[config.mk]
export PLATFORM = sky130hd
export DESIGN_NAME = ps2_tx
export DESIGN_NICKNAME = d
export VERILOG_FILES = /design/src/rtl/ps2_pkg.sv /design/src/rtl/ps2_line_sync.sv /design/src/rtl/ps2_tx.sv
export SDC_FILE = /design/constraint.sdc
export NUM_CORES = 1
export LEC_CHECK = 0
export CAP_MARGIN = 20
export CELL_PAD_IN_SITES_DETAIL_PLACEMENT = 1
export CELL_PAD_IN_SITES_GLOBAL_PLACEMENT = 1
export CORE_MARGIN = 1.5
export CORE_UTILIZATION = 30
export CTS_BUF_LIST = sky130_fd_sc_hd__clkbuf_4 sky130_fd_sc_hd__clkbuf_8
export CTS_CLUSTER_DIAMETER = 200
export CTS_CLUSTER_SIZE = 8
export DETAILED_ROUTE_END_ITERATION = 8
export GPL_TIMING_DRIVEN = 1
export PLACE_DENSITY = 0.66
export SLEW_MARGIN = 20
export SYNTH_ARGS = -nofsm -noshare
export SYNTH_HDL_FRONTEND = slang
export SYNTH_SLANG_ARGS = --single-unit
[constraint.sdc]
create_clock -name clk -period 4.5 [get_ports clk]
set_input_delay 0.45 -clock clk [delete_from_list [all_inputs] [get_ports clk]]
set_output_delay 0.45 -clock clk [all_outputs]
set_load 0.02 [all_outputs]
[src/rtl/ps2_pkg.sv]
// Shared types and constants for the PS/2 host transmitter.
// Command bytes a host typically sends, plus the device acknowledge byte.
package ps2_pkg;

    typedef enum logic [2:0] {
        ST_IDLE,
        ST_INHIBIT,
        ST_REQ,
        ST_SHIFT,
        ST_ACK,
        ST_FINISH
    } ps2_state_t;

    localparam logic [7:0] CMD_SET_LED = 8'hED;
    localparam logic [7:0] CMD_ENABLE  = 8'hF4;
    localparam logic [7:0] CMD_RESET   = 8'hFF;
    localparam logic [7:0] ACK_BYTE    = 8'hFA;

    function automatic logic odd_parity(input logic [7:0] data);
        return ~^data;
    endfunction

endpackage

[src/rtl/ps2_line_sync.sv]
// Two-flop synchronizer for one raw PS/2 line, with a one-cycle falling-edge pulse.
// Flops reset to 1 because an idle open-collector line floats high.
module ps2_line_sync (
    input  logic clk,
    input  logic rst_n,
    input  logic raw,
    output logic level,
    output logic fall
);

    logic meta;
    logic sync;
    logic prev;

    always_ff @(posedge clk or negedge rst_n) begin
        if (!rst_n) begin
            meta <= 1'b1;
            sync <= 1'b1;
            prev <= 1'b1;
        end else begin
            meta <= raw;
            sync <= meta;
            prev <= sync;
        end
    end

    assign level = sync;
    assign fall  = prev & ~sync;

endmodule

[src/rtl/ps2_tx.sv]
// PS/2 host-to-device byte transmitter (open-collector line drive via *_oe).
// Optional watchdog enabled by defining PS2_TX_TIMEOUT_EN.
//
// state   | meaning
// IDLE    | lines released, waiting for a command byte
// INHIBIT | clock held low, then start bit asserted with clock still low
// REQ     | clock released, start bit held; device begins clocking
// SHIFT   | data, parity and stop bits driven on device falling edges
// ACK     | next falling edge samples the device acknowledge
// FINISH  | waits for both lines to float high again
module ps2_tx
    import ps2_pkg::*;
#(
    parameter int INHIBIT_CYCLES = 10000,
    parameter int TIMEOUT_CYCLES = 2000000
) (
    input  logic       clk,
    input  logic       rst_n,
    input  logic       tx_valid,
    input  logic [7:0] tx_data,
    output logic       tx_ready,
    input  logic       ps2_clk_in,
    input  logic       ps2_data_in,
    output logic       ps2_clk_oe,
    output logic       ps2_data_oe,
    output logic       tx_done,
    output logic       tx_err
);

    localparam int INH_W = $clog2(INHIBIT_CYCLES + 1);
    localparam logic [INH_W-1:0] INH_LOAD = INH_W'(INHIBIT_CYCLES - 1);

    ps2_state_t       state, state_d;
    logic [INH_W-1:0] timer, timer_d;
    logic [8:0]       sreg, sreg_d;
    logic [3:0]       bit_cnt, bit_cnt_d;
    logic             clk_oe, clk_oe_d;
    logic             data_oe, data_oe_d;
    logic             done, done_d;
    logic             err, err_d;

    logic clk_level, clk_fall;
    logic data_level, data_fall_unused;

    ps2_line_sync u_clk_sync (
        .clk   (clk),
        .rst_n (rst_n),
        .raw   (ps2_clk_in),
        .level (clk_level),
        .fall  (clk_fall)
    );

    ps2_line_sync u_data_sync (
        .clk   (clk),
        .rst_n (rst_n),
        .raw   (ps2_data_in),
        .level (data_level),
        .fall  (data_fall_unused)
    );

`ifdef PS2_TX_TIMEOUT_EN
    localparam int WD_W = $clog2(TIMEOUT_CYCLES + 1);
    localparam logic [WD_W-1:0] WD_LOAD = WD_W'(TIMEOUT_CYCLES - 1);
    logic [WD_W-1:0] wd, wd_d;
`else
    localparam int unused_timeout = TIMEOUT_CYCLES;
`endif

    always_ff @(posedge clk or negedge rst_n) begin
        if (!rst_n) begin
            state   <= ST_IDLE;
            timer   <= '0;
            sreg    <= '0;
            bit_cnt <= '0;
            clk_oe  <= 1'b0;
            data_oe <= 1'b0;
            done    <= 1'b0;
            err     <= 1'b0;
`ifdef PS2_TX_TIMEOUT_EN
            wd      <= '0;
`endif
        end else begin
            state   <= state_d;
            timer   <= timer_d;
            sreg    <= sreg_d;
            bit_cnt <= bit_cnt_d;
            clk_oe  <= clk_oe_d;
            data_oe <= data_oe_d;
            done    <= done_d;
            err     <= err_d;
`ifdef PS2_TX_TIMEOUT_EN
            wd      <= wd_d;
`endif
        end
    end

    always_comb begin
        state_d   = state;
        timer_d   = timer;
        sreg_d    = sreg;
        bit_cnt_d = bit_cnt;
        clk_oe_d  = clk_oe;
        data_oe_d = data_oe;
        done_d    = 1'b0;
        err_d     = 1'b0;
`ifdef PS2_TX_TIMEOUT_EN
        wd_d      = wd;
`endif
        case (state)
            ST_IDLE: begin
                clk_oe_d  = 1'b0;
                data_oe_d = 1'b0;
                if (tx_valid) begin
                    state_d   = ST_INHIBIT;
                    sreg_d    = {odd_parity(tx_data), tx_data};
                    timer_d   = INH_LOAD;
                    bit_cnt_d = '0;
                    clk_oe_d  = 1'b1;
`ifdef PS2_TX_TIMEOUT_EN
                    wd_d      = WD_LOAD;
`endif
                end
            end
            ST_INHIBIT: begin
                if (timer != '0) begin
                    timer_d = timer - INH_W'(1);
                end else if (!data_oe) begin
                    data_oe_d = 1'b1;
                end else begin
                    clk_oe_d = 1'b0;
                    state_d  = ST_REQ;
                end
            end
            ST_REQ: begin
                state_d = ST_SHIFT;
            end
            ST_SHIFT: begin
                if (clk_fall) begin
                    bit_cnt_d = bit_cnt + 4'd1;
                    // Tenth edge releases data so the line floats high as the stop bit.
                    if (bit_cnt == 4'd9) begin
                        data_oe_d = 1'b0;
                        state_d   = ST_ACK;
                    end else begin
                        data_oe_d = ~sreg[0];
                        sreg_d    = {1'b0, sreg[8:1]};
                    end
                end
            end
            ST_ACK: begin
                if (clk_fall) begin
                    done_d  = ~data_level;
                    err_d   = data_level;
                    state_d = ST_FINISH;
                end
            end
            ST_FINISH: begin
                if (clk_level && data_level) begin
                    state_d = ST_IDLE;
                end
            end
            default: begin
                state_d   = ST_IDLE;
                clk_oe_d  = 1'b0;
                data_oe_d = 1'b0;
            end
        endcase
`ifdef PS2_TX_TIMEOUT_EN
        if (state inside {ST_INHIBIT, ST_REQ, ST_SHIFT, ST_ACK}) begin
            if (wd == '0) begin
                clk_oe_d  = 1'b0;
                data_oe_d = 1'b0;
                done_d    = 1'b0;
                err_d     = 1'b1;
                state_d   = ST_FINISH;
            end else begin
                wd_d = wd - WD_W'(1);
            end
        end
`endif
    end

    assign tx_ready    = (state == ST_IDLE);
    assign ps2_clk_oe  = clk_oe;
    assign ps2_data_oe = data_oe;
    assign tx_done     = done;
    assign tx_err      = err;

endmodule

== After elaboration in Yosys (flattened, before gate mapping) ==
Index checks and enable logic that the tools add are counted.
Storage, ports and cells
  flip-flop bits (word level): 39
Operators by class
  add/sub/neg operators: 2
  equality and inequality tests: 15
  muxes and demuxes: 30
  bitwise logic cells: 6
  reduce and logical (&&, ||, !) cells: 14
Operators with widths (number)
  14-bit two-way mux: 2
  14-bit case mux with 2 select lines: 1
  9-bit two-way mux: 3
  3-bit two-way mux: 7
  2-bit != test (second input constant): 9
  3-bit case mux with 6 select lines: 1
  9-bit case mux with 2 select lines: 1
  14-bit nonzero test: 1
  14-bit by 1-bit subtractor with 14-bit output (second input constant): 1
  3-bit AND reduction: 4
  1-bit two-way mux: 10
  4-bit two-way mux: 2
  4-bit case mux with 2 select lines: 1
  8-bit XNOR reduction: 1
  7-bit AND reduction: 1
  3-bit by 2-bit == test with 1-bit output (second input constant): 2
  3-bit == test (second input constant): 2
  1-bit case mux with 3 select lines: 2
  1-bit inverter: 5
  4-bit by 1-bit adder with 4-bit output (second input constant): 1
  4-bit == test (second input constant): 1
  4-bit AND reduction: 1
  2-bit nonzero test: 2
  4-bit OR reduction: 1
  5 further kinds: 5

== Longest topological paths before layout ==
Gate-level depths: netlist (run 1).
  word-level depth: 4
  depth in mapped cells: 6

== By module ==
A second synthesis (run 1) with hierarchy kept.
Unflattened totals
  cell total of the unflattened synthesis: 198
  area, all modules: 2065.7 um^2
By module, submodules not included
  ps2_tx: times used 1, cells each 190, area an instance 1880.6 um^2, sequential area each 850.8 um^2
  ps2_line_sync: times used 2, cells each 4, area an instance 92.6 um^2, sequential area each 78.8 um^2

== Worst setup path after synthesis (run 1) ==
No wires, ideal clock.
  path kind: flip-flop to flip-flop
  start point: register bit_cnt[0]
  end point: register sreg[0]
  data arrival time: 1.621 ns
  required time: 4.375 ns
  slack: 2.754 ns
  stages on the path, launching flop included: 6
  buffers on the path: 0
  period minus slack after synthesis: 1.746 ns
  cells stage by stage: dfrtp_1 > ha_1 > and3b_1 > nand4b_1 > a21oi_4 > mux2_2
Between the ends
  cells in the longest elaborated chain, start to end: 3
Ends and longest elaborated chain
  from (decl): RTL line ps2_tx.sv:36  | logic [3:0] bit_cnt, bit_cnt_d;
  from (signal assigned): RTL line ps2_tx.sv:86  | bit_cnt <= bit_cnt_d;
  4-bit == test: RTL line ps2_tx.sv:141  | if (bit_cnt == 4'd9) begin
  2-bit != test (no source line)
  4-bit AND reduction (no source line)
  to (signal assigned): RTL line ps2_tx.sv:85  | sreg <= sreg_d;
  to (decl): RTL line ps2_tx.sv:35  | logic [8:0] sreg, sreg_d;
No other way between the ends.
A chain may end at the register's enable or synchronous reset.

== Worst setup path in the final report (run 1) ==
  start point: register state[2]
  end point: output port tx_ready
Between the ends
  cells in the longest elaborated chain, start to end: 1
Ends and longest elaborated chain
  from (decl): RTL line ps2_tx.sv:33  | ps2_state_t state, state_d;
  from (signal assigned): RTL line ps2_tx.sv:83  | state <= state_d;
  3-bit logical NOT: RTL line ps2_tx.sv:183  | assign tx_ready = (state == ST_IDLE);
  to (decl): RTL line ps2_tx.sv:21  | output logic tx_ready,
No other way between the ends.

==> results of run 1 <==
[logic make-up (layout without fill, tap and decap cells)]
group | Yosys count | count (layout) | share of synthesized area (%)
simple gates | 93 | 93 | 24.2
fa+ha+maj | 3 | 3 | 1.82
compound gates | 36 | 36 | 12.0
flops | 39 | 39 | 47.6
mux | 13 | 13 | 6.79
xor+xnor | 9 | 9 | 3.82
buf+inv | 18 | 36 | 3.76
[cell usage after synthesis (all sizes together)]
| master | n |
|---|---|
| o22ai | 2 |
| o311ai | 1 |
| nor2 | 13 |
| nand4b | 1 |
| dfstp | 5 |
| nor2b | 1 |
| mux2 | 8 |
| dfrtp | 34 |
| nor3b | 3 |
| and3 | 3 |
| o2111a | 1 |
| nand3b | 1 |
| o21ai | 9 |
| clkbuf | 4 |
| nor4 | 4 |
| nand2b | 2 |
| nor3 | 4 |
| a31oi | 3 |
| inv | 11 |
| o41ai | 4 |
| o31ai | 5 |
| o211ai | 4 |
| or4 | 3 |
| a21oi | 6 |
| xor2 | 2 |
| nand2 | 32 |
| buf | 3 |
| and2 | 2 |
| and4 | 1 |
| or3 | 1 |
| nand4 | 2 |
| a21o | 1 |
| and3b | 2 |
| xnor2 | 7 |
| or2 | 2 |
| ha | 3 |
| nand3 | 16 |
| mux2i | 5 |
[report_power, final]
part	switching, mW	internal [mW]	total (mW)
combinational	0.0189	0.0178	0.0367
sequential	0.00122	0.354	0.356
clock	0.120	0.178	0.298
[critical path, delay by kind of cell, from the launching register on]
kind / cells / cell delay [ns]
buf+inv: 1 / 0.69
flops: 1 / 0.57
simple gates: 1 / 0.39
[state kept, by name, indices dropped and copies added (netlist names)]
name and count:
u_data_sync.meta 1, bit_cnt 4, u_data_sync.level 1, sreg 9, u_clk_sync.meta 1, state 3, ps2_data_oe 1, ps2_clk_oe 1
timer 14, u_clk_sync.prev 1, tx_done 1, u_clk_sync.level 1, tx_err 1
[final timing paths]
| path | from | to | slack, ns | depth (start not counted) |
|---|---|---|---|---|
| min in group clk | u_data_sync.meta$_DFF_PN1_ | u_data_sync.level$_DFF_PN1_ | 0.36 | 0 |
| worst min register to register | u_data_sync.meta$_DFF_PN1_ | u_data_sync.level$_DFF_PN1_ | 0.36 | 0 |
| worst max register to register | state[2]$_DFFE_PN0P_ | state[1]$_DFFE_PN0P_ | 2.47 | 4 |
| worst max-delay path | state[2]$_DFFE_PN0P_ | tx_ready | 2.10 | 2 |
| worst min-delay path | rst_n | ps2_clk_oe$_DFFE_PN0P_ | 0.28 | 1 |
| max in group asynchronous | rst_n | state[2]$_DFFE_PN0P_ | 3.67 | 1 |
[area by class of cell]
cell class | count | area, sq um | share of cell area (%)
Multi-Input combinational cell | 154 | 1000 | 41.7
Sequential cell | 39 | 982 | 40.8
Timing Repair Buffer | 17 | 165 | 6.86
Tap cell | 80 | 100 | 4.16
Clock buffer | 7 | 83.8 | 3.48
Inverter | 11 | 41.3 | 1.72
Clock inverter | 1 | 30.0 | 1.25
[per-stage QoR]
stage / instances / setup WS (ns) / utilization (%) / instance area [sq um] / hold WS (ns)
3_5_place_dp: 301 / 2.43 / 34.1 / 2290 / 0.349
6_report: 309 / 2.10 / 35.8 / 2410 / 0.279
4_1_cts: 309 / 2.10 / 35.8 / 2410 / 0.316
3_3_place_gp: 301 / 2.48 / 34.1 / 2290 / 0.346
2_1_floorplan: 211 / 2.75 / - / 2060 / 0.154
5_1_grt: 309 / 1.96 / 35.8 / 2410 / 0.351
[layer usage]
metal	up-vias	wire length [um]	global-route usage, %
met3	9	132	2.89
li1	786	-	-
met2	22	2200	22.5
met4	0	86	4.84
met1	790	2260	20.4
met5	-	0	0
==> results.cfg, run 1 <==
[run_status]
outcome = finished clean

[floorplanning]
coreArea_sq_um = 6720
die_w_um = 85.9
io_pins = 18
dieHeight_um = 85.9
dieArea_sq_um = 7380
start_util_pct = 30.7
fp-row-count = 30

[timing]
finalCritPeriodShare_pct = 53.3
timing.fmax_ghz = 0.417
final.setup.tns_ns = 0
tightest_slew_ns = 0.884
slew_violations = 0
setup_viol = 0
clock_skew_ns = 0.00696
hold_viol = 0
maxSlewHeadroom_pct = 41.1
period_minus_slack_ns = 2.40
rsz0062_at_grt = no

[yosys]
yosysSeqAreaShare_pct = 47.6
syn-instance-count = 211
syn_avg_cell_area_sq_um = 9.78
synth_top_area_share_pct = 41.2
ys_ff_latch = 39
yosys_warnings = 0
synth_top_cell_by_area = dfrtp_1
synth_cell_types = 46
synth_area_sq_um = 2060
synth_area_leaders = dfrtp_1 (41%), dfstp_2 (6.4%), nand2_1 (5.8%), mux2_2 (4.4%), nand3_1 (3.9%)
synth_nets = 227

[placed_design]
dp_hpwl_um = 3350
io_buffers = 17
gp_congestion = 0.792

[layout]
antenna_cells = 0
final_cell_mix = dfrtp_1 (34), nand2_1 (32), nand3_1 (16), clkdlybuf4s50_1 (16), nor2_1 (13)
fin_nets = 244
fill_cells = 764
drive_above_1_share_pct = 13.5
area_growth_pct = 16.6
mostFrequentLayoutCell = dfrtp_1

[worst_setup_path]
cpMaxStageDelayCell = clkdlybuf4s50_1
cp_data_arrival_time_ns = 1.95
cp_data_required_time_ns = 4.05
worstSetupPathType = reg2out
cp_max_fo = 15
critical_path.endpoint_type = primary output
path_cells = nor3_1 > clkdlybuf4s50_1
critical-path-max-stage-delay_ns = 0.69
start_kind = register

[route]
remaining_drc_errors = 0
finalWirelength_um = 4680
avgRoutedWirePerCell_um = 15.1
avgViaCountPerCell = 5.20
ant_nets = 0
dr.pass1.iters = 4
vias = 1607
drt_iter0_markers = 74

[clocking]
h-tree-depth = 2
clkTransAtPathRegs_ns = 0.08
tritoncts = built
clock-root-buffer = clkbuf_8
cts_resized = 0
cts_made_buffers = 5
clk_latency_ns = 0.29
cts-hold-fix-buffers = 0
post_cts_buffers = 0
clockBufferDepth = 2
cts_sinks = 39

[global_route]
grt_overflow = 0
grt_pass1_wl_um = 8500
antenna_found_initial = 0
grt_pass1_vias = 1746
grt_max_degree = 40
grt_use_total_pct = 14.6

[job]
drv_cap = 0

[pwr]
leakage_nw = 0.932
ir_drop_v = 0.0000887
p_per_area_nw_per_um2 = 287
power.total_mw = 0.690

[worst_hold_path]
hold_path.class = in2async
No activity file was read; power rests on OpenSTA's default activity.
==> run 2, diff against run 1 <==
PLACE_DENSITY = 0.68   (was 0.66)
clock period = 2.1 ns   (was 4.5 ns; I/O delays follow)
==> run 2 against run 1 <==
Die area unchanged. Via count increased by 1.1%. Register-to-register slack worse by 2.3 ns. Power rose by 130%. First-iteration DRC count increased by 55%.
==> results.cfg, run 2 (same netlist as run 1, synthesis figures left out) <==
[clocking]
post_cts_buffers = 0
h-tree-depth = 2
cts_made_buffers = 5
clk_latency_ns = 0.29
clkTransAtPathRegs_ns = 0.08
clockBufferDepth = 2
cts_sinks = 39
clock-root-buffer = clkbuf_8
tritoncts = built

[route]
avgViaCountPerCell = 5.16
avgRoutedWirePerCell_um = 14.7
dr.pass1.iters = 4
drt_iter0_markers = 115
ant_nets = 0
remaining_drc_errors = 0
finalWirelength_um = 4640
vias = 1624

[placed_design]
dp_hpwl_um = 3340
gp_congestion = 0.821
io_buffers = 17
dp.cells = 307

[timing]
hold_viol = 0
maxSlewHeadroom_pct = 41.1
slew_violations = 0
whs_ns = 0.0342
rsz0062_at_grt = no
clock_skew_ns = 0.00504
period_minus_slack_ns = 1.92
tightest_slew_ns = 0.883
setup_viol = 0
final.setup.tns_ns = 0
timing.fmax_ghz = 0.520
finalCritPeriodShare_pct = 91.6

[floorplanning]
die_w_um = 85.9
coreArea_sq_um = 6720
dieHeight_um = 85.9
fp-row-count = 30
dieArea_sq_um = 7380
io_pins = 18
start_util_pct = 30.7

[layout]
final_cell_mix = dfrtp_1 (34), nand2_1 (32), nand3_1 (16)
mostFrequentLayoutCell = dfrtp_1
regMostFlops = timer
largestRegisters = timer x14, sreg x9, bit_cnt x4
largest_reg_flops = 14
final_cells = 315
fill_cells = 777
antenna_cells = 0
drive_above_1_share_pct = 16.2
fin_nets = 250
area_growth_pct = 20.3

[pwr]
ir_drop_v = 0.000238
leakage_nw = 0.991
p_per_area_nw_per_um2 = 642

[worst_setup_path]
worstSetupPathType = reg2reg
crit_buf_inv = 0
critical-path-max-stage-delay_ns = 0.43
cp_data_arrival_time_ns = 2.10
cp_data_required_time_ns = 2.28
cpLargestDelayFamily = simple AND/OR/NAND/NOR gates
cpMaxStageDelayCell = dfrtp_1
critical_path.endpoint_type = register
path_cells = ha_1 > and3b_1 > nand4b_1 > a21oi_4 > mux2_2
start_kind = register
cp_max_fo = 9

[global_route]
grt_pass1_vias = 1695
grt_overflow = 0
grt_pass1_wl_um = 8070
grt_max_degree = 40
antenna_found_initial = 0
grt_use_total_pct = 13.8

[job]
drv_cap = 0

[worst_hold_path]
hold_path.class = in2async

[run_status]
outcome = finished clean
## run 2: per-layer routing
layer  GRT usage, %  wire, um  vias up
met5              0         0        -
met4           4.40        69        0
met3           2.50       103        7
met2           23.1      2130       14
met1           18.0      2330      804
li1               -         -      799
## run 2: worst register-to-register path, cell delays in order (launching register included)
cell	delay, ns
dfrtp_1	0.43
ha_1	0.21
and3b_1	0.21
nand4b_1	0.24
a21oi_4	0.34
mux2_2	0.39
## run 2: area by class of cell
class                           instances  area, sq um  area share, %
Multi-Input combinational cell        154         1010           40.6
Clock buffer                            6         76.3           3.08
Clock inverter                          2         60.1           2.42
Sequential cell                        39          982           39.6
Timing Repair Buffer                   23          213           8.57
Inverter                               11         41.3           1.66
Tap cell                               80          100           4.03
## run 2: final timing paths
kind / cells past startpoint / end / slack (ns) / startpoint
max in group asynchronous: 1 / timer[3]$_DFFE_PN0P_ / 1.52 / rst_n
max reg2reg: 5 / sreg[5]$_DFFE_PN0P_ / 0.18 / bit_cnt[0]$_DFFE_PN0P_
min reg2reg: 0 / u_clk_sync.level$_DFF_PN1_ / 0.36 / u_clk_sync.meta$_DFF_PN1_
min: 1 / tx_err$_DFF_PN0_ / 0.03 / rst_n
min in group clk: 1 / u_data_sync.meta$_DFF_PN1_ / 0.32 / ps2_data_in
max: 5 / sreg[5]$_DFFE_PN0P_ / 0.18 / bit_cnt[0]$_DFFE_PN0P_
## run 2: timing repair
item / in CTS / in global routing
resized for setup: 0 / 2
setup endpoints to repair: 0 / 1
hold buffers: 0 / 0
## run 2: stage by stage
stage	worst slack (ns)	total power [mW]	area [sq um]	util [%]
after floorplan	0.354	0.809	2060	-
after global placement	0.257	0.858	2340	34.8
after detailed placement	0.174	0.858	2340	34.8
after CTS	0.0190	1.62	2470	36.8
after global routing	0.0187	1.67	2480	36.9
final	0.175	1.59	2480	36.9
## run 2: power by group
group | switching (mW) | internal, mW
Sequential | 0.00242 | 0.759
Combinational | 0.0405 | 0.0395
Clock | 0.264 | 0.488
Total | 0.307 | 1.29
==> run 3, diff against run 2 <==
ABC_CLOCK_PERIOD_IN_PS = 2100   (was default)
CORE_MARGIN = default   (was 1.5)
==> run 3 against run 2 <==
The flow now finishes with violations (design-rule violations). Count of clock-buffer cells in the layout did not move. Via count rose by 0.86%. Hold slack improved by 0.28 ns. Sequential share of layout area is 0.36 points higher. Power shrank 6.0%. Cell count decreased by 0.95%. Critical path type is now reg2out. Highest routed layer unchanged.
==> results.cfg, run 3 (same netlist as run 1, synthesis figures left out) <==
[layout]
multi_input_area_sq_um = 1010
regMostFlops = timer
antenna_cells = 0
largestRegisters = timer x14, sreg x9, bit_cnt x4
area_growth_pct = 19.2
fill_cells = 738
mostFrequentLayoutCell = dfrtp_1
register_area_sq_um = 982
fin_nets = 250
final_cell_mix = dfrtp_1 (34), nand2_1 (32), nand3_1 (16), clkdlybuf4s50_1 (16), nor2_1 (13)
largest_reg_flops = 14
final_util_pct = 37.9
drive_above_1_share_pct = 15.7

[worst_hold_path]
hold_path.class = in2reg

[timing]
slew_violations = 0
hold_viol = 0
rsz0062_at_grt = no
maxSlewHeadroom_pct = 64.5
finalCritPeriodShare_pct = 93.3
setup_viol = 0
final.setup.tns_ns = 0
clock_skew_ns = 0.00717
timing.fmax_ghz = 0.510
tightest_slew_ns = 0.532
period_minus_slack_ns = 1.96

[floorplanning]
coreArea_sq_um = 6490
fp-row-count = 29
dieHeight_um = 84.9
dieArea_sq_um = 7210
io_pins = 18
die_w_um = 84.9
start_util_pct = 31.8

[worst_setup_path]
cp_data_arrival_time_ns = 1.75
cp_data_required_time_ns = 1.89
cp_max_fo = 15
start_kind = register
critical_path.endpoint_type = primary output
worstSetupPathType = reg2out

[route]
avgViaCountPerCell = 5.25
dr.pass1.iters = 6
vias = 1638
ant_nets = 0
drt_iter0_markers = 43
avgRoutedWirePerCell_um = 15.0
remaining_drc_errors = 2
finalWirelength_um = 4680

[placed_design]
dp_hpwl_um = 3330
gp_congestion = 0.744
io_buffers = 17

[clocking]
clock-root-buffer = clkbuf_8
tritoncts = built
post_cts_buffers = 0
h-tree-depth = 2
clk_latency_ns = 0.29
cts_sinks = 39
cts_made_buffers = 5
clkTransAtPathRegs_ns = 0.08
clockBufferDepth = 2

[pwr]
power.total_mw = 1.50
ir_drop_v = 0.000190
leakage_nw = 0.963
p_per_area_nw_per_um2 = 610

[run_status]
violations = design-rule violations
outcome = finished, violations left

[job]
drv_cap = 0

[global_route]
grt_pass1_wl_um = 8360
grt_overflow = 0
antenna_found_initial = 0
grt_use_total_pct = 14.8
grt_max_degree = 40
grt_pass1_vias = 1748
run 3: cell count changes in the layout (fill, tap and decap cells not counted), sizes merged:
cell and delta:
dlymetal6s2s -1, clkdlybuf4s50 +1, clkinv +1, buf -1, bufinv -1, dlygate4sd3 +1
run 3: path summary, 6_finish.rpt:
kind,start,to,slack (ns),cells past startpoint
min in group asynchronous,rst_n,sreg[2]$_DFFE_PN0P_,0.52,3
hold reg to reg,u_clk_sync.meta$_DFF_PN1_,u_clk_sync.level$_DFF_PN1_,0.36,0
max in group asynchronous,rst_n,u_clk_sync.meta$_DFF_PN1_,1.22,3
setup reg to reg,state[0]$_DFFE_PN0P_,timer[12]$_DFFE_PN0P_,0.20,4
hold / removal,ps2_clk_in,u_clk_sync.meta$_DFF_PN1_,0.32,1
setup / recovery,state[2]$_DFFE_PN0P_,tx_ready,0.14,2
run 3: metrics by stage:
| stage | hold WS, ns | cells | area [sq um] | worst slack, ns |
|---|---|---|---|---|
| after floorplan | -0.0856 | 211 | 2060 | 0.354 |
| after detailed placement | 0.307 | 303 | 2330 | 0.207 |
| after CTS | 0.305 | 312 | 2450 | 0.0368 |
| after global placement | 0.299 | 303 | 2330 | 0.260 |
| after global routing | 0.312 | 312 | 2460 | 0.0155 |
| final | 0.315 | 312 | 2460 | 0.141 |
run 3: what timing repair did:
action                                  CTS  global route
endpoints found under the hold margin    34             0
gates resized for setup                   0             1
hold buffers                              1             0
endpoints found under the setup margin    0             1
run 3: report_power, final:
| group | switching [mW] | internal (mW) |
|---|---|---|
| Combinational | 0.0410 | 0.0419 |
| Clock | 0.269 | 0.385 |
| Sequential | 0.00265 | 0.759 |
run 3: cell type report:
cell class / instances / area share, %
timing repair buffer: 23 / 8.65
sequential: 39 / 39.9
tap: 77 / 3.92
inverter: 11 / 1.68
clock buffer: 6 / 3.36
clock inverter: 2 / 1.42
multi-input combinational: 154 / 41.0
run 3: worst max-delay path, cell delays in order (launching register included):
cell and delay (ns):
dfrtp_1 0.57, nor3_2 0.24, clkdlybuf4s50_1 0.65
run 3: routing by layer:
metal  vias to the layer above  global-route usage, %  part of all wire, %
met2                        20                   25.2                   47
li1                        798                      -                    -
met5                         -                      0                    0
met4                         0                   5.55                  1.6
met1                       814                   18.7                   48
met3                         6                   2.72                  2.6
